**src/rtl/sd_cmd_engine_if.sv**
```systemverilog
// Signal bundle between the SD command engine, its command requester and the SPI byte transactor.
// The master modport is the engine side; the slave modport is the requester/transactor side.
interface sd_cmd_engine_if;
    logic        cmd_valid;
    logic        cmd_ready;
    logic [5:0]  cmd_index;
    logic [31:0] cmd_arg;
    logic        xfer_start;
    logic [7:0]  xfer_tx;
    logic [7:0]  xfer_rx;
    logic        xfer_done;
    logic        cs_n;
    logic        resp_valid;
    logic [7:0]  resp_r1;
    logic        resp_timeout;

    modport master (
        input  cmd_valid, cmd_index, cmd_arg, xfer_rx, xfer_done,
        output cmd_ready, xfer_start, xfer_tx, cs_n, resp_valid, resp_r1, resp_timeout
    );

    modport slave (
        output cmd_valid, cmd_index, cmd_arg, xfer_rx, xfer_done,
        input  cmd_ready, xfer_start, xfer_tx, cs_n, resp_valid, resp_r1, resp_timeout
    );
endinterface

```
**src/rtl/sd_cmd_engine.sv**
```systemverilog
// SPI-mode SD command engine: sends a 6-byte command frame, polls for R1, then clocks one tail byte.
// Define SD_CMD_CRC7_EN to generate the real CRC7 in byte 5; otherwise byte 5 is the fixed 0x95.
module sd_cmd_engine #(
    parameter int unsigned NCR_MAX = 8
) (
    input  logic             clk,
    input  logic             rst_n,
    sd_cmd_engine_if.master  bus
);
    localparam logic [7:0] POLL_LAST = 8'(NCR_MAX - 32'd1);

    typedef enum logic [2:0] {
        S_IDLE = 3'd0,
        S_SEND = 3'd1,
        S_POLL = 3'd2,
        S_TAIL = 3'd3,
        S_DONE = 3'd4
    } state_t;

    state_t      state_q, state_d;
    logic [2:0]  byte_q, byte_d;
    logic [7:0]  poll_q, poll_d;
    logic [5:0]  idx_q, idx_d;
    logic [31:0] arg_q, arg_d;
    logic        busy_q, busy_d;
    logic        start_q, start_d;
    logic [7:0]  tx_q, tx_d;
    logic        cs_n_q, cs_n_d;
    logic        ready_q, ready_d;
    logic        resp_valid_q, resp_valid_d;
    logic [7:0]  r1_q, r1_d;
    logic        tmo_q, tmo_d;
    logic        done_s;
    logic [7:0]  crc_byte_s;

    function automatic logic [7:0] frame_byte(input logic [2:0] n, input logic [5:0] idx,
                                              input logic [31:0] arg, input logic [7:0] crc);
        case (n)
            3'd0:    frame_byte = {2'b01, idx};
            3'd1:    frame_byte = arg[31:24];
            3'd2:    frame_byte = arg[23:16];
            3'd3:    frame_byte = arg[15:8];
            3'd4:    frame_byte = arg[7:0];
            3'd5:    frame_byte = crc;
            default: frame_byte = 8'hFF;
        endcase
    endfunction

`ifdef SD_CMD_CRC7_EN
    function automatic logic [6:0] crc7_calc(input logic [39:0] bits);
        logic [6:0] crc;
        logic       fb;
        crc = 7'd0;
        for (int i = 39; i >= 0; i--) begin
            fb  = bits[i] ^ crc[6];
            crc = {crc[5:0], 1'b0} ^ (fb ? 7'h09 : 7'h00);
        end
        return crc;
    endfunction

    // Latched command fields are stable for the whole SEND phase, so a parallel CRC is ready in time.
    assign crc_byte_s = {crc7_calc({2'b01, idx_q, arg_q}), 1'b1};
`else
    assign crc_byte_s = 8'h95;
`endif

    // Completion pulses that arrive with nothing outstanding are dropped here.
    assign done_s = bus.xfer_done & busy_q;

    // Next-state and registered-output logic.
    always_comb begin
        state_d      = state_q;
        byte_d       = byte_q;
        poll_d       = poll_q;
        idx_d        = idx_q;
        arg_d        = arg_q;
        busy_d       = busy_q & ~bus.xfer_done;
        start_d      = 1'b0;
        tx_d         = tx_q;
        cs_n_d       = cs_n_q;
        ready_d      = ready_q;
        resp_valid_d = 1'b0;
        r1_d         = r1_q;
        tmo_d        = tmo_q;
        case (state_q)
            S_IDLE: begin
                if (bus.cmd_valid && ready_q) begin
                    idx_d   = bus.cmd_index;
                    arg_d   = bus.cmd_arg;
                    cs_n_d  = 1'b0;
                    tmo_d   = 1'b0;
                    r1_d    = 8'hFF;
                    byte_d  = 3'd0;
                    ready_d = 1'b0;
                    start_d = 1'b1;
                    busy_d  = 1'b1;
                    tx_d    = frame_byte(3'd0, bus.cmd_index, bus.cmd_arg, crc_byte_s);
                    state_d = S_SEND;
                end else begin
                    ready_d = 1'b1;
                end
            end
            S_SEND: begin
                if (done_s) begin
                    start_d = 1'b1;
                    busy_d  = 1'b1;
                    if (byte_q == 3'd5) begin
                        poll_d  = 8'd0;
                        tx_d    = 8'hFF;
                        state_d = S_POLL;
                    end else begin
                        byte_d = byte_q + 3'd1;
                        tx_d   = frame_byte(byte_q + 3'd1, idx_q, arg_q, crc_byte_s);
                    end
                end else begin
                    byte_d = byte_q;
                end
            end
            S_POLL: begin
                if (done_s) begin
                    start_d = 1'b1;
                    busy_d  = 1'b1;
                    tx_d    = 8'hFF;
                    if (!bus.xfer_rx[7]) begin
                        r1_d    = bus.xfer_rx;
                        state_d = S_TAIL;
                    end else if (poll_q == POLL_LAST) begin
                        r1_d    = 8'hFF;
                        tmo_d   = 1'b1;
                        state_d = S_TAIL;
                    end else begin
                        poll_d = poll_q + 8'd1;
                    end
                end else begin
                    poll_d = poll_q;
                end
            end
            S_TAIL: begin
                if (done_s) begin
                    cs_n_d       = 1'b1;
                    resp_valid_d = 1'b1;
                    state_d      = S_DONE;
                end else begin
                    cs_n_d = 1'b0;
                end
            end
            S_DONE: begin
                ready_d = 1'b1;
                state_d = S_IDLE;
            end
            default: begin
                cs_n_d  = 1'b1;
                ready_d = 1'b1;
                busy_d  = 1'b0;
                state_d = S_IDLE;
            end
        endcase
    end

    // State and output registers with asynchronous active-low reset.
    always_ff @(posedge clk or negedge rst_n) begin
        if (!rst_n) begin
            state_q      <= S_IDLE;
            byte_q       <= 3'd0;
            poll_q       <= 8'd0;
            idx_q        <= 6'd0;
            arg_q        <= 32'd0;
            busy_q       <= 1'b0;
            start_q      <= 1'b0;
            tx_q         <= 8'hFF;
            cs_n_q       <= 1'b1;
            ready_q      <= 1'b1;
            resp_valid_q <= 1'b0;
            r1_q         <= 8'hFF;
            tmo_q        <= 1'b0;
        end else begin
            state_q      <= state_d;
            byte_q       <= byte_d;
            poll_q       <= poll_d;
            idx_q        <= idx_d;
            arg_q        <= arg_d;
            busy_q       <= busy_d;
            start_q      <= start_d;
            tx_q         <= tx_d;
            cs_n_q       <= cs_n_d;
            ready_q      <= ready_d;
            resp_valid_q <= resp_valid_d;
            r1_q         <= r1_d;
            tmo_q        <= tmo_d;
        end
    end

    assign bus.cmd_ready    = ready_q;
    assign bus.xfer_start   = start_q;
    assign bus.xfer_tx      = tx_q;
    assign bus.cs_n         = cs_n_q;
    assign bus.resp_valid   = resp_valid_q;
    assign bus.resp_r1      = r1_q;
    assign bus.resp_timeout = tmo_q;
endmodule

```
**src/flat_wrapper.sv**
```systemverilog
// flat-port wrapper written by rule: the top's interface ports become plain ports
module sd_cmd_engine_flat 
#(
    parameter int unsigned NCR_MAX = 8
)
  (clk, rst_n, bus_cmd_valid, bus_cmd_index, bus_cmd_arg, bus_xfer_rx, bus_xfer_done, bus_cmd_ready, bus_xfer_start, bus_xfer_tx, bus_cs_n, bus_resp_valid, bus_resp_r1, bus_resp_timeout);
  sd_cmd_engine_if bus_i ();
  input  logic clk;
  input  logic rst_n;
  input wire logic [$bits(bus_i.cmd_valid)-1:0] bus_cmd_valid;
  input wire logic [$bits(bus_i.cmd_index)-1:0] bus_cmd_index;
  input wire logic [$bits(bus_i.cmd_arg)-1:0] bus_cmd_arg;
  input wire logic [$bits(bus_i.xfer_rx)-1:0] bus_xfer_rx;
  input wire logic [$bits(bus_i.xfer_done)-1:0] bus_xfer_done;
  output wire logic [$bits(bus_i.cmd_ready)-1:0] bus_cmd_ready;
  output wire logic [$bits(bus_i.xfer_start)-1:0] bus_xfer_start;
  output wire logic [$bits(bus_i.xfer_tx)-1:0] bus_xfer_tx;
  output wire logic [$bits(bus_i.cs_n)-1:0] bus_cs_n;
  output wire logic [$bits(bus_i.resp_valid)-1:0] bus_resp_valid;
  output wire logic [$bits(bus_i.resp_r1)-1:0] bus_resp_r1;
  output wire logic [$bits(bus_i.resp_timeout)-1:0] bus_resp_timeout;
  assign bus_i.cmd_valid = bus_cmd_valid;
  assign bus_i.cmd_index = bus_cmd_index;
  assign bus_i.cmd_arg = bus_cmd_arg;
  assign bus_i.xfer_rx = bus_xfer_rx;
  assign bus_i.xfer_done = bus_xfer_done;
  assign bus_cmd_ready = bus_i.cmd_ready;
  assign bus_xfer_start = bus_i.xfer_start;
  assign bus_xfer_tx = bus_i.xfer_tx;
  assign bus_cs_n = bus_i.cs_n;
  assign bus_resp_valid = bus_i.resp_valid;
  assign bus_resp_r1 = bus_i.resp_r1;
  assign bus_resp_timeout = bus_i.resp_timeout;
  sd_cmd_engine #(.NCR_MAX(NCR_MAX)) u_core (.clk(clk), .rst_n(rst_n), .bus(bus_i));
endmodule
```
**config.mk**
```make
export PLATFORM = sky130hd
export DESIGN_NAME = sd_cmd_engine_flat
export DESIGN_NICKNAME = d
export VERILOG_FILES = /design/src/rtl/sd_cmd_engine_if.sv /design/src/rtl/sd_cmd_engine.sv /design/src/flat_wrapper.sv
export SDC_FILE = /design/constraint.sdc
export NUM_CORES = 1
export LEC_CHECK = 0
export CAP_MARGIN = 0
export CORE_AREA = 2 2 104 106
export CTS_BUF_LIST = sky130_fd_sc_hd__clkbuf_4 sky130_fd_sc_hd__clkbuf_8
export CTS_CLUSTER_DIAMETER = 50
export DETAILED_ROUTE_END_ITERATION = 12
export DIE_AREA = 0 0 106 108
export GPL_TIMING_DRIVEN = 1
export HOLD_SLACK_MARGIN = 0.12
export PLACE_DENSITY_LB_ADDON = 0.08
export SYNTH_ARGS = -nofsm -noshare
export SYNTH_HDL_FRONTEND = slang
export SYNTH_SLANG_ARGS = --single-unit
```
**constraint.sdc**
```tcl
create_clock -name clk -period 5.4 [get_ports clk]
set_clock_uncertainty 0.1 [all_clocks]
set_input_delay 0.54 -clock clk [delete_from_list [all_inputs] [get_ports clk]]
set_output_delay 0.54 -clock clk [all_outputs]
set_load 0.01 [all_outputs]
```
# Word level (Yosys, flattened, before mapping)
# Cells that the tools add are included.
# W data, S select, Z words.
[word_totals]
latchBits = 0
out_inout_bits = 21
romBits = 0
mem_count = 0
mem_bits_rw = 0
reg_bits = 74
in_bits = 50
wordCells = 103
[op_classes]
n_div = 0
order_cmp = 0
reduce_logical = 19
n_eq_ne = 21
add_sub_neg = 2
n_mux = 44
n_bitwise = 4
n_shift = 0
mul = 0
[ops]
columns = ["cell", "n"]
rows = [
  ["$mux W8", 13],
  ["$pmux W8 S6", 1],
  ["$pmux W8 S2", 2],
  ["$mux W3", 10],
  ["$pmux W8 S3", 1],
  ["$eq A3 B2 Y1 const B", 4],
  ["$eq A3 B3 Y1 const B", 4],
  ["$ne A2 B1 Y1 const B", 6],
  ["$pmux W3 S4", 1],
  ["$reduce_and A4 Y1", 3],
  ["$reduce_and A6 Y1", 2],
  ["$mux W1", 10],
  ["$add A8 B1 Y8 const B", 1],
  ["$eq A8 B3 Y1 const B", 1],
  ["$eq A3 B1 Y1 const B", 2],
  ["$logic_not A3 Y1", 2],
  ["$ne A2 B2 Y1 const B", 3],
  ["$pmux W1 S2", 3],
  ["$pmux W1 S3", 2],
  ["$pmux W3 S2", 1],
  ["$reduce_bool A2 Y1", 3],
  ["$reduce_or A3 Y1", 2],
  ["$reduce_and A5 Y1", 1],
  ["$reduce_and A2 Y1", 2],
  ["other kinds (7)", 10],
]

# Longest topological paths before layout
# Gate-level depths: netlist of run 1.
[depth]
depth_word = 6
ltp_mapped = 8
depth_no_buf = 7

# Least setup slack after synthesis of run 1
# OpenSTA, ideal clock, no wires.
[synth_timing]
kind = "register to register"
from = "register u_core.byte_q[0]"
to = "register u_core.tx_q[7] (netlist: u_core.bus.xfer_tx[7])"
stages_incl_launch_ff = 9
synth_period_minus_slack_ns = 1.968
t_required_ns = 5.220
path_buffers = 1
arrival_time_ns = 1.788
setup_ns = 0.080
setup_slack_ns = 3.432
path_cell_list = "dfrtp_1 inv_1 ha_1 clkbuf_1 nor2_1 o21a_1 a2111oi_4 o211ai_1 a32o_1"
[synth_between]
elab_chain_len = 6
word_cells_on_any_way = 12
cone_classes = "add/sub (1); eq/ne (6); mux (4); reduce/logical (1)"
[synth_lines]
columns = ["element", "line", "text"]
rows = [
  ["start, declared", "sd_cmd_engine.sv:21", "logic [2:0] byte_q, byte_d;"],
  ["start signal, assigned", "sd_cmd_engine.sv:178", "byte_q <= byte_d;"],
  ["$add A3 B1 Y3", "sd_cmd_engine.sv:113", "tx_d = frame_byte(byte_q + 3'd1, idx_q, arg_q, crc_byte_s);"],
  ["$eq A3 B3 Y1 (tied with other cells)", "sd_cmd_engine.sv:38", "case (n)"],
  ["$pmux W8 S6", "sd_cmd_engine.sv:38", ""],
  ["$mux W8 (*)", "sd_cmd_engine.sv:107", "if (byte_q == 3'd5) begin"],
  ["$mux W8 (*)", "sd_cmd_engine.sv:104", "if (done_s) begin"],
  ["$pmux W8 S3 (*)", "sd_cmd_engine.sv:85", "case (state_q)"],
  ["end signal, assigned", "sd_cmd_engine.sv:184", "tx_q <= tx_d;"],
  ["end, declared", "sd_cmd_engine.sv:27", "logic [7:0] tx_q, tx_d;"],
]
# Every way passes the cells marked *; elsewhere a longest branch is shown, timed or not. The select of a mux whose other input is x is not followed.
# A chain may end at the register's enable or synchronous reset.

# Worst setup path in the final report of run 1
# Same ends and word-level chain as after synthesis.

==> summary.md, run 1 <==
• flop — startpoint type of the worst setup path
• 2.11% — adder-cell area share of the yosys netlist
• 0 — total count of hold-check failures in the final report
• sky130_fd_sc_hd__nand2_1, sky130_fd_sc_hd__dfrtp_1, sky130_fd_sc_hd__nor2_1 — list of most frequent post-synthesis cells
• 445 — net count after synthesis
• 0 — GR Overflow Total
• 1.23% — fraction of synthesized area in multiplexers
• compound AO/OA/AOI/OAI gates — family with the most delay on the worst path
• sky130_fd_sc_hd__dfrtp_1 — dominant register cell in the synthesized netlist
• 106 um — die span in x
• 5.00 — via count normalized by instance count
• 0 ns — total negative slack
• 0 — Post-CTS Setup Repair Bufs
• 2,964 — routed vias
• 0 — DRT antenna net count
• 8640 um — Final Routed Wirelength
• 0.942 ns — slew at the pin closest to its max-slew limit
• 3560 um^2 — cell area after technology mapping
• 0.44 ns — critical path's largest stage delay
• 9 — TritonCTS buffer count
• 0.000135 V — worst IR drop on VDD
• 0 — number of antenna cells inserted
• 0 — detailed-route DRC error count
• 10,200 um^2 — area of the core
• 12 — highest fanout seen on the critical path
• 389 — cell count after synthesis
• 37.2% — Rel. slew slack
• 0 — post-cts sizing count
• 11,400 um^2 — overall die area
• 255 nW/um^2 — power per standard cell area
• 71 — number of primary I/O pins
• sky130_fd_sc_hd__clkbuf_8 — Root Driver
• 5 — first-pass detailed-route iteration total
• 2 — number of buffers on the longest clock path
• 100% — async set or reset register ratio after synthesis
• 0.831 — global placement routability congestion
• 1 — buffers and inverters on the worst path
• sky130_fd_sc_hd__dfrtp_1, sky130_fd_sc_hd__nand2_1, sky130_fd_sc_hd__dfstp_2 — leading cell types by total area after synthesis
• 0 — count of max-cap constraint violations
• 0.492% — Post-Synth XOR/XNOR Area
• 2.60 ns — CP Data Arrival Time
• 2,967 — via count of the first global-routing pass
• 0 — number of hold buffers added after cts
• 74 — CTS sink count
• 14,600 um — global-route wire length before repair
• 29.9% — Area Overhead vs Synth
• flop to flop — WS Path Type
• inv_1, ha_1, nor2b_1, o21a_1, a2111oi_4, o211ai_1, a32o_1 — crit path cell chain
• 10.9% — share of cells above drive strength 1
• 14.6 um — detail-routed net length per standard cell
• 2.15 nW — static power due to leakage
• flop — critical path capture point type
• completed — run status
• 51 — distinct cell type count after synthesis
• 70 — number of port buffers
• 3 — number of levels the H-tree was split into
• 5620 um — detailed-placement wirelength estimate
• 0 — setup violators final
• sky130_fd_sc_hd__a2111oi_4 — highest-delay cell along the critical path
• 44.9% — final critical-path share of the clock period
• 15.7% — post-synthesis compound-gate area fraction
• simple AND/OR/NAND/NOR gates — combinational family with the most area after synthesis
• 37 — placement row count
• sky130_fd_sc_hd__nand2_1 — top-count cell post-synth
• 52.6% — sequential area share after synthesis
• input port to async pin — Min-Delay Path Class
• 0 — Yosys warning total
• 0 — antenna violations before repair
• 0 — EDFF count, synth
• 136 — DR iter-0 viols
• 39.3% — share of the synthesized area in the top cell type
• 75 — pin count of the biggest net entering global routing
• 5.57 ns — critical path data required time
• no — setup repair after global routing missed its margin
• 2.98 ns — reg-to-reg setup timing slack
• 0.08 ns — Worst-path clk slew
• 34.8% — starting density of the core
• 24.4% — Post-Synth Simple-Gate Area
• 0.35 ns — clock insertion delay at the later pin of the skew report
• 0.00118 W — Total Power Consumption
• yes — CTS tree
• 508 — number of nets in the final layout
• 2.42 ns — shortest period the worst path allows
• 9.16 um^2 — post-synthesis area per instance
• 74 — register bit count reported by yosys
• 108 um — Die Y
• 16.3% — aggregate global-route resource usage
• sky130_fd_sc_hd__dfrtp_1 — post-synth top area cell
• 0 — final slew viol count
• 413 MHz — maximum clock frequency
## where the power goes
group / total, W / switching, W / internal [W]
Sequential: 0.000555 / 0.000000217 / 0.000555
Combinational: 0.0000496 / 0.0000179 / 0.0000318
Clock: 0.000574 / 0.000209 / 0.000365
## cell families after synthesis
family	Yosys count
fa+ha+maj	6
mux	4
xor+xnor	2
buf+inv	27
simple gates	200
flops	74
compound gates	76
## path summary, 6_finish.rpt
kind / end / cells past startpoint / from
min: u_core.state_q[1] / 1 / rst_n
max: u_core.bus.xfer_tx[7] / 7 / u_core.byte_q[0]
max reg2reg: u_core.bus.xfer_tx[7] / 7 / u_core.byte_q[0]
min in group clk: u_core.arg_q[4] / 2 / u_core.arg_q[4]
min reg2reg: u_core.arg_q[4] / 2 / u_core.arg_q[4]
max in group asynchronous: u_core.arg_q[18] / 1 / rst_n
## sequential cells by signal, summed over array words and instances (netlist names)
| name | cells |
|---|---|
| u_core.arg_q | 32 |
| u_core.bus.resp_valid | 1 |
| u_core.busy_q | 1 |
| u_core.poll_q | 8 |
| u_core.bus.resp_r1 | 8 |
| u_core.bus.resp_timeout | 1 |
| u_core.byte_q | 3 |
| u_core.bus.cmd_ready | 1 |
| u_core.state_q | 3 |
| u_core.idx_q | 6 |
| u_core.bus.xfer_tx | 8 |
| u_core.bus.xfer_start | 1 |
| u_core.bus.cs_n | 1 |
## metrics by stage
step / utilization, % / setup slack [ns] / hold WS, ns / area, um^2 / std cells
2_1_floorplan: - / 3.43 / 0.144 / 3560 / 389
3_3_place_gp: 42.6 / 2.88 / 0.354 / 4360 / 577
3_5_place_dp: 42.6 / 2.87 / 0.358 / 4360 / 577
4_1_cts: 45.2 / 2.98 / 0.264 / 4630 / 593
5_1_grt: 45.2 / 2.85 / 0.312 / 4630 / 593
6_report: 45.2 / 2.98 / 0.218 / 4630 / 593
## layer usage
metal / part of all wire (%) / global-route usage, %
met5: 0 / 0
met4: 1.1 / 4.89
met3: 4.9 / 4.22
met2: 48 / 27.8
met1: 46 / 20.4
## cells in the final DEF, fill, tap and decap left out, drive strengths merged, types with 2 or more instances in the layout
cell,instances
a21o,4
or4,3
a211oi,3
dfstp,18
a31oi,2
or3,2
mux2,3
and3,5
dfrtp,56
nor2b,3
buf,4
nor2,21
and2,2
o21ai,13
a311oi,6
o22ai,5
nand3,9
o22a,7
bufinv,4
o21a,3
nand2,141
clkbuf,11
inv,6
ha,6
nor3,3
a21oi,15
nand4,3
nand2b,4
nor3b,2
clkdlybuf4s50,69
o211ai,3
a222oi,8
## final cells by class
| type | count | area (um^2) |
|---|---|---|
| well taps | 136 | 170 |
| clock buffers | 11 | 139 |
| flip-flops and latches | 74 | 1870 |
| inverters | 6 | 22.5 |
| multi-input cells | 288 | 1570 |
| clock inverters | 5 | 129 |
| repair buffers | 73 | 721 |
| fillers | 1009 | 5600 |
Note: power is estimated with default switching activity, not from simulation.
==> inputs of run 2 (changes only) <==
- clock period: 5.4 -> 2.2 ns (I/O delays scaled with it)
==> summary.md, run 2 (same netlist as run 1, synthesis figures left out) <==
• completed — run status
• 41 — pin count of the biggest net entering global routing, -45%
• sky130_fd_sc_hd__nand2_1, sky130_fd_sc_hd__clkdlybuf4s50_1, sky130_fd_sc_hd__dfrtp_1 — leading cell types in the layout, fill and taps excluded
• 10,200 um^2 — area of the core, unchanged
• 2.28 ns — CP Data Arrival Time, -0.32 ns
• 2.25 nW — static power due to leakage, +4.6%
• u_core.arg_q — Largest Register
• 476 MHz — maximum clock frequency, +15%
• 0 — number of antenna cells inserted, unchanged
• 2.10 ns — shortest period the worst path allows, -0.321 ns
• 34.8% — starting density of the core, unchanged
• 35.6% — Area Overhead vs Synth
• flop — startpoint type of the worst setup path
• 0.799 — global placement routability congestion, -3.9%
• 0 — GR Overflow Total, unchanged
• 8 — highest fanout seen on the critical path, -4
• 95.6% — final critical-path share of the clock period, +51 points
• 71 — number of primary I/O pins, unchanged
• input port to async pin — Min-Delay Path Class
• 74 — CTS sink count, unchanged
• sky130_fd_sc_hd__nand2_1 — commonest non-fill, non-tap cell in the layout
• 0.694 ns — slew at the pin closest to its max-slew limit, -0.249 ns
• 11,400 um^2 — overall die area, unchanged
• 14.2 um — detail-routed net length per standard cell, -2.3%
• sky130_fd_sc_hd__clkbuf_8 — Root Driver
• 16.1% — aggregate global-route resource usage, -0.16 points
• 0.34 ns — clock insertion delay at the later pin of the skew report, about the same
• yes — CTS tree
• 0 — count of max-cap constraint violations, unchanged
• 9 — TritonCTS buffer count, unchanged
• 532 — number of nets in the final layout, +4.7%
• 16.6% — share of cells above drive strength 1, +5.7 points
• 599 — number of placed cells counting well taps, +3.8%
• 0.09 ns — Worst-path clk slew, about the same
• 0 — detailed-route DRC error count, unchanged
• 53.6% — Rel. slew slack, +16 points
• 0 — total count of hold-check failures in the final report, unchanged
• flop to flop — WS Path Type
• 0 — setup violators final, unchanged
• 617 — final std cells w/o fill, +4.0%
• 0.297 ns — worst hold slack, +0.0793 ns
• 4 — first-pass detailed-route iteration total, -1
• 8780 um — Final Routed Wirelength, +1.7%
• 0 — antenna violations before repair, unchanged
• 3,005 — via count of the first global-routing pass, +1.3%
• 2.38 ns — critical path data required time, -3.19 ns
• 0 — DRT antenna net count, unchanged
• 37 — placement row count, unchanged
• 106 um — die span in x, unchanged
• 0.1 ns — reg-to-reg setup timing slack, -2.88 ns
• 32 — flip-flop count of the largest register, all copies and words added, unchanged
• flop — critical path capture point type
• 70 — number of port buffers, unchanged
• 207 — DR iter-0 viols, +52%
• 0 — final slew viol count, unchanged
• 3 — number of levels the H-tree was split into, unchanged
• 4.87 — via count normalized by instance count, -2.5%
• 2 — number of buffers on the longest clock path, unchanged
• 3,006 — routed vias, +1.4%
• 0.000292 V — worst IR drop on VDD, +120%
• 557 nW/um^2 — power per standard cell area, +120%
• 108 um — Die Y, unchanged
• 14,500 um — global-route wire length before repair, -0.38%
• 6250 um — detailed-placement wirelength estimate, +11%
-- run 2: changes by cell type in the layout (fill, tap and decap cells not counted), moves of 2 or more --
cell,previous run,this run
sky130_fd_sc_hd__buf_4,4,24
sky130_fd_sc_hd__ha_1,6,2
sky130_fd_sc_hd__bufinv_16,4,2
sky130_fd_sc_hd__buf_12,0,2
sky130_fd_sc_hd__ha_2,0,3
sky130_fd_sc_hd__clkbuf_4,2,0
sky130_fd_sc_hd__clkinvlp_4,0,2
-- run 2: final timing paths --
path                       cells after the start              from                    end
max in group asynchronous                      3             rst_n  u_core.bus.xfer_tx[3]
min reg2reg                                    2   u_core.idx_q[5]        u_core.idx_q[5]
max                                            9  u_core.byte_q[0]  u_core.bus.xfer_tx[0]
min                                            2             rst_n        u_core.arg_q[8]
min in group clk                               3    bus_cmd_arg[4]        u_core.arg_q[4]
max reg2reg                                    9  u_core.byte_q[0]  u_core.bus.xfer_tx[0]
-- run 2: final cells by class --
| class | instances | area, um^2 |
|---|---|---|
| multi-input cells | 288 | 1610 |
| clock inverters | 6 | 88.8 |
| well taps | 136 | 170 |
| flip-flops and latches | 74 | 1870 |
| fillers | 1005 | 5400 |
| inverters | 6 | 22.5 |
| clock buffers | 10 | 138 |
| repair buffers | 97 | 932 |
-- run 2: where the power goes --
part           internal (W)  switching, W
clock              0.000672      0.000533
combinational     0.0000828     0.0000442
sequential          0.00136   0.000000570
-- run 2: per-stage QoR --
stage,power (W),setup WS [ns],utilization [%],cell area [um^2],TNS (ns)
2_1_floorplan,0.00139,0.232,-,3560,0
3_3_place_gp,0.00152,0.137,44.5,4550,0
3_5_place_dp,0.00152,0.0662,44.5,4550,0
4_1_cts,0.00274,0.0462,46.8,4790,0
5_1_grt,0.00279,-0.00242,47.2,4830,-0.00242
6_report,0.00269,0.0972,47.2,4830,0
-- run 2: worst max-delay path, cell delays in order (launching register included) --
cell,delay (ns)
sky130_fd_sc_hd__dfrtp_1,0.43
sky130_fd_sc_hd__inv_2,0.13
sky130_fd_sc_hd__ha_2,0.23
sky130_fd_sc_hd__buf_4,0.19
sky130_fd_sc_hd__nor2_1,0.07
sky130_fd_sc_hd__o21a_1,0.13
sky130_fd_sc_hd__a2111oi_4,0.33
sky130_fd_sc_hd__buf_4,0.18
sky130_fd_sc_hd__a311oi_1,0.09
sky130_fd_sc_hd__a21o_1,0.17
-- run 2: what timing repair did --
action	4_1_cts	5_1_grt
hold buffers	1	0
buffers inserted	0	1
resized for setup	0	9
setup endpoints to repair	0	9
endpoints found under the hold margin	39	0
-- run 2: per-layer routing --
layer | share of wire [%] | GRT usage, % | wire (um) | up-vias
met5 | 0 | 0 | 0 | -
met4 | 0.92 | 6.39 | 81 | 0
met3 | 4.7 | 2.53 | 413 | 6
met2 | 47 | 26.1 | 4120 | 67
met1 | 47 | 21.7 | 4160 | 1417
li1 | - | - | - | 1516
==> inputs of run 3 (changes only) <==
- clock period: 2.2 -> 2.3 ns (I/O delays scaled with it)
==> summary.md, run 3 (same netlist as run 1, synthesis figures left out) <==
• 482 MHz — maximum clock frequency, +1.3%
• 2.08 ns — shortest period the worst path allows, -0.0265 ns
• 57.8% — Rel. slew slack, +4.1 points
• 3,024 — routed vias, +0.60%
• 14,800 um — global-route wire length before repair, +2.3%
• 0 — setup violators final, unchanged
• 5 — first-pass detailed-route iteration total, +1
• 11,400 um^2 — overall die area, unchanged
• 2.47 ns — critical path data required time, +0.09 ns
• 34.8% — starting density of the core, unchanged
• 0.632 ns — slew at the pin closest to its max-slew limit, -0.0620 ns
• 0.35 ns — clock insertion delay at the later pin of the skew report, about the same
• 0 — number of antenna cells inserted, unchanged
• input port to async pin — Min-Delay Path Class
• 32 — flip-flop count of the largest register, all copies and words added, unchanged
• 0.289 ns — worst hold slack, -0.00837 ns
• 140 — DR iter-0 viols, -32%
• 9 — TritonCTS buffer count, unchanged
• 106 um — die span in x, unchanged
• 14.4 um — detail-routed net length per standard cell, +1.3%
• 0 — DRT antenna net count, unchanged
• 0.814 — global placement routability congestion, +1.9%
• 0 — count of max-cap constraint violations, unchanged
• sky130_fd_sc_hd__nand2_1 — commonest non-fill, non-tap cell in the layout
• 4.95 — via count normalized by instance count, +1.6%
• 16.5% — aggregate global-route resource usage, +0.41 points
• 71 — number of primary I/O pins, unchanged
• 46.2% — end-of-flow core utilization, -1.1 points
• 74 — CTS sink count, unchanged
• sky130_fd_sc_hd__clkbuf_8 — Root Driver
• 0 — total count of hold-check failures in the final report, unchanged
• 4720 um^2 — area of all placed cells without fillers, -2.2%
• flop to flop — WS Path Type
• 3,052 — via count of the first global-routing pass, +1.6%
• 0 — final slew viol count, unchanged
• 10,200 um^2 — area of the core, unchanged
• 39 — pin count of the biggest net entering global routing, -4.9%
• 2.25 ns — CP Data Arrival Time, -0.03 ns
• sky130_fd_sc_hd__nand2_1, sky130_fd_sc_hd__clkdlybuf4s50_1, sky130_fd_sc_hd__dfrtp_1 — leading cell types in the layout, fill and taps excluded
• 2 — number of buffers on the longest clock path, unchanged
• 108 um — Die Y, unchanged
• 0 — antenna violations before repair, unchanged
• 8810 um — Final Routed Wirelength, +0.36%
• 14.3% — share of cells above drive strength 1, -2.3 points
• 0.08 ns — Worst-path clk slew, about the same
• 70 — number of port buffers, unchanged
• 0 ns — total negative slack, unchanged
• 0 — GR Overflow Total, unchanged
• 6240 um — detailed-placement wirelength estimate, -0.16%
• yes — CTS tree
• 611 — final std cells w/o fill, -0.97%
• no — setup repair after global routing missed its margin
• 7 — Worst R2R Path Depth, -2
• 90.3% — final critical-path share of the clock period, -5.3 points
• completed — run status
• 0 — detailed-route DRC error count, unchanged
• 525 nW/um^2 — power per standard cell area, -5.7%
• 32.6% — Area Overhead vs Synth
• flop — startpoint type of the worst setup path
• 2.21 nW — static power due to leakage, -1.7%
• u_core.arg_q — Largest Register
• 4500 um^2 — Area after DPL, -1.1%
• 37 — placement row count, unchanged
• flop — critical path capture point type
• 4 — highest fanout seen on the critical path, -4
• 0.000283 V — worst IR drop on VDD, -3.3%
• 526 — number of nets in the final layout, -1.1%
• 3 — number of levels the H-tree was split into, unchanged
• 594 — number of placed cells counting well taps, -0.83%
## run 3: cell types whose count changed in the layout (fill, tap and decap cells not counted), sizes merged
| cell | change |
|---|---|
| inv | -1 |
| clkbuf | +2 |
| buf | -6 |
| clkinv | +1 |
| clkinvlp | -1 |
| bufinv | -1 |
## run 3: cell type report
type	count	area, um^2
inverter	6	22.5
clock inverter	4	51.3
multi-input combinational	288	1580
tap	136	170
fill	1008	5510
clock buffer	12	159
sequential	74	1870
timing repair buffer	91	871
## run 3: critical path, cell delays in order, from the launching register on
cell and delay, ns:
sky130_fd_sc_hd__dfrtp_1 0.40, sky130_fd_sc_hd__inv_1 0.10, sky130_fd_sc_hd__ha_1 0.23, sky130_fd_sc_hd__nor2b_1 0.13, sky130_fd_sc_hd__o21a_1 0.20, sky130_fd_sc_hd__a2111oi_4 0.41, sky130_fd_sc_hd__o211ai_1 0.16, sky130_fd_sc_hd__a32o_1 0.28
## run 3: through the flow
step | setup slack [ns] | power (W)
after floorplan | 0.332 | 0.00133
after global placement | 0.167 | 0.00145
after detailed placement | 0.137 | 0.00145
after CTS | 0.147 | 0.00252
after global routing | 0.0579 | 0.00259
final | 0.224 | 0.00248
## run 3: report_power, final
group / switching [W] / leakage, nW / internal [W] / total (W)
registers: 0.000000576 / 0.957 / 0.00130 / 0.00130
logic: 0.0000434 / 1.15 / 0.0000793 / 0.000123
clock network: 0.000484 / 0.106 / 0.000573 / 0.00106
total: 0.000528 / 2.21 / 0.00195 / 0.00248
## run 3: timing repair
item	CTS	global route
endpoints found under the hold margin	35	0
buffers inserted	0	0
hold buffers	1	0
setup endpoints to repair	0	3
gates resized for setup	0	1
## run 3: routing by layer
metal  routed length (um)  GRT usage (%)  vias up  share of wire, %
li1                     -              -     1512                 -
met5                    0              0        -                 0
met1                 4010           20.7     1416                46
met2                 4220           28.1       89                48
met3                  498           5.06        7               5.7
met4                   78           3.95        0              0.89
## run 3: path summary, 6_finish.rpt
check / to / start / slack [ns]
max in group asynchronous: u_core.bus.xfer_tx[3] / rst_n / 1.16
worst max register to register: u_core.bus.xfer_tx[7] / u_core.byte_q[0] / 0.22
worst min-delay path: u_core.byte_q[1] / rst_n / 0.29
min in group clk: u_core.arg_q[9] / bus_cmd_arg[9] / 0.30
worst min register to register: u_core.arg_q[4] / u_core.arg_q[4] / 0.37
worst max-delay path: u_core.bus.xfer_tx[7] / u_core.byte_q[0] / 0.22
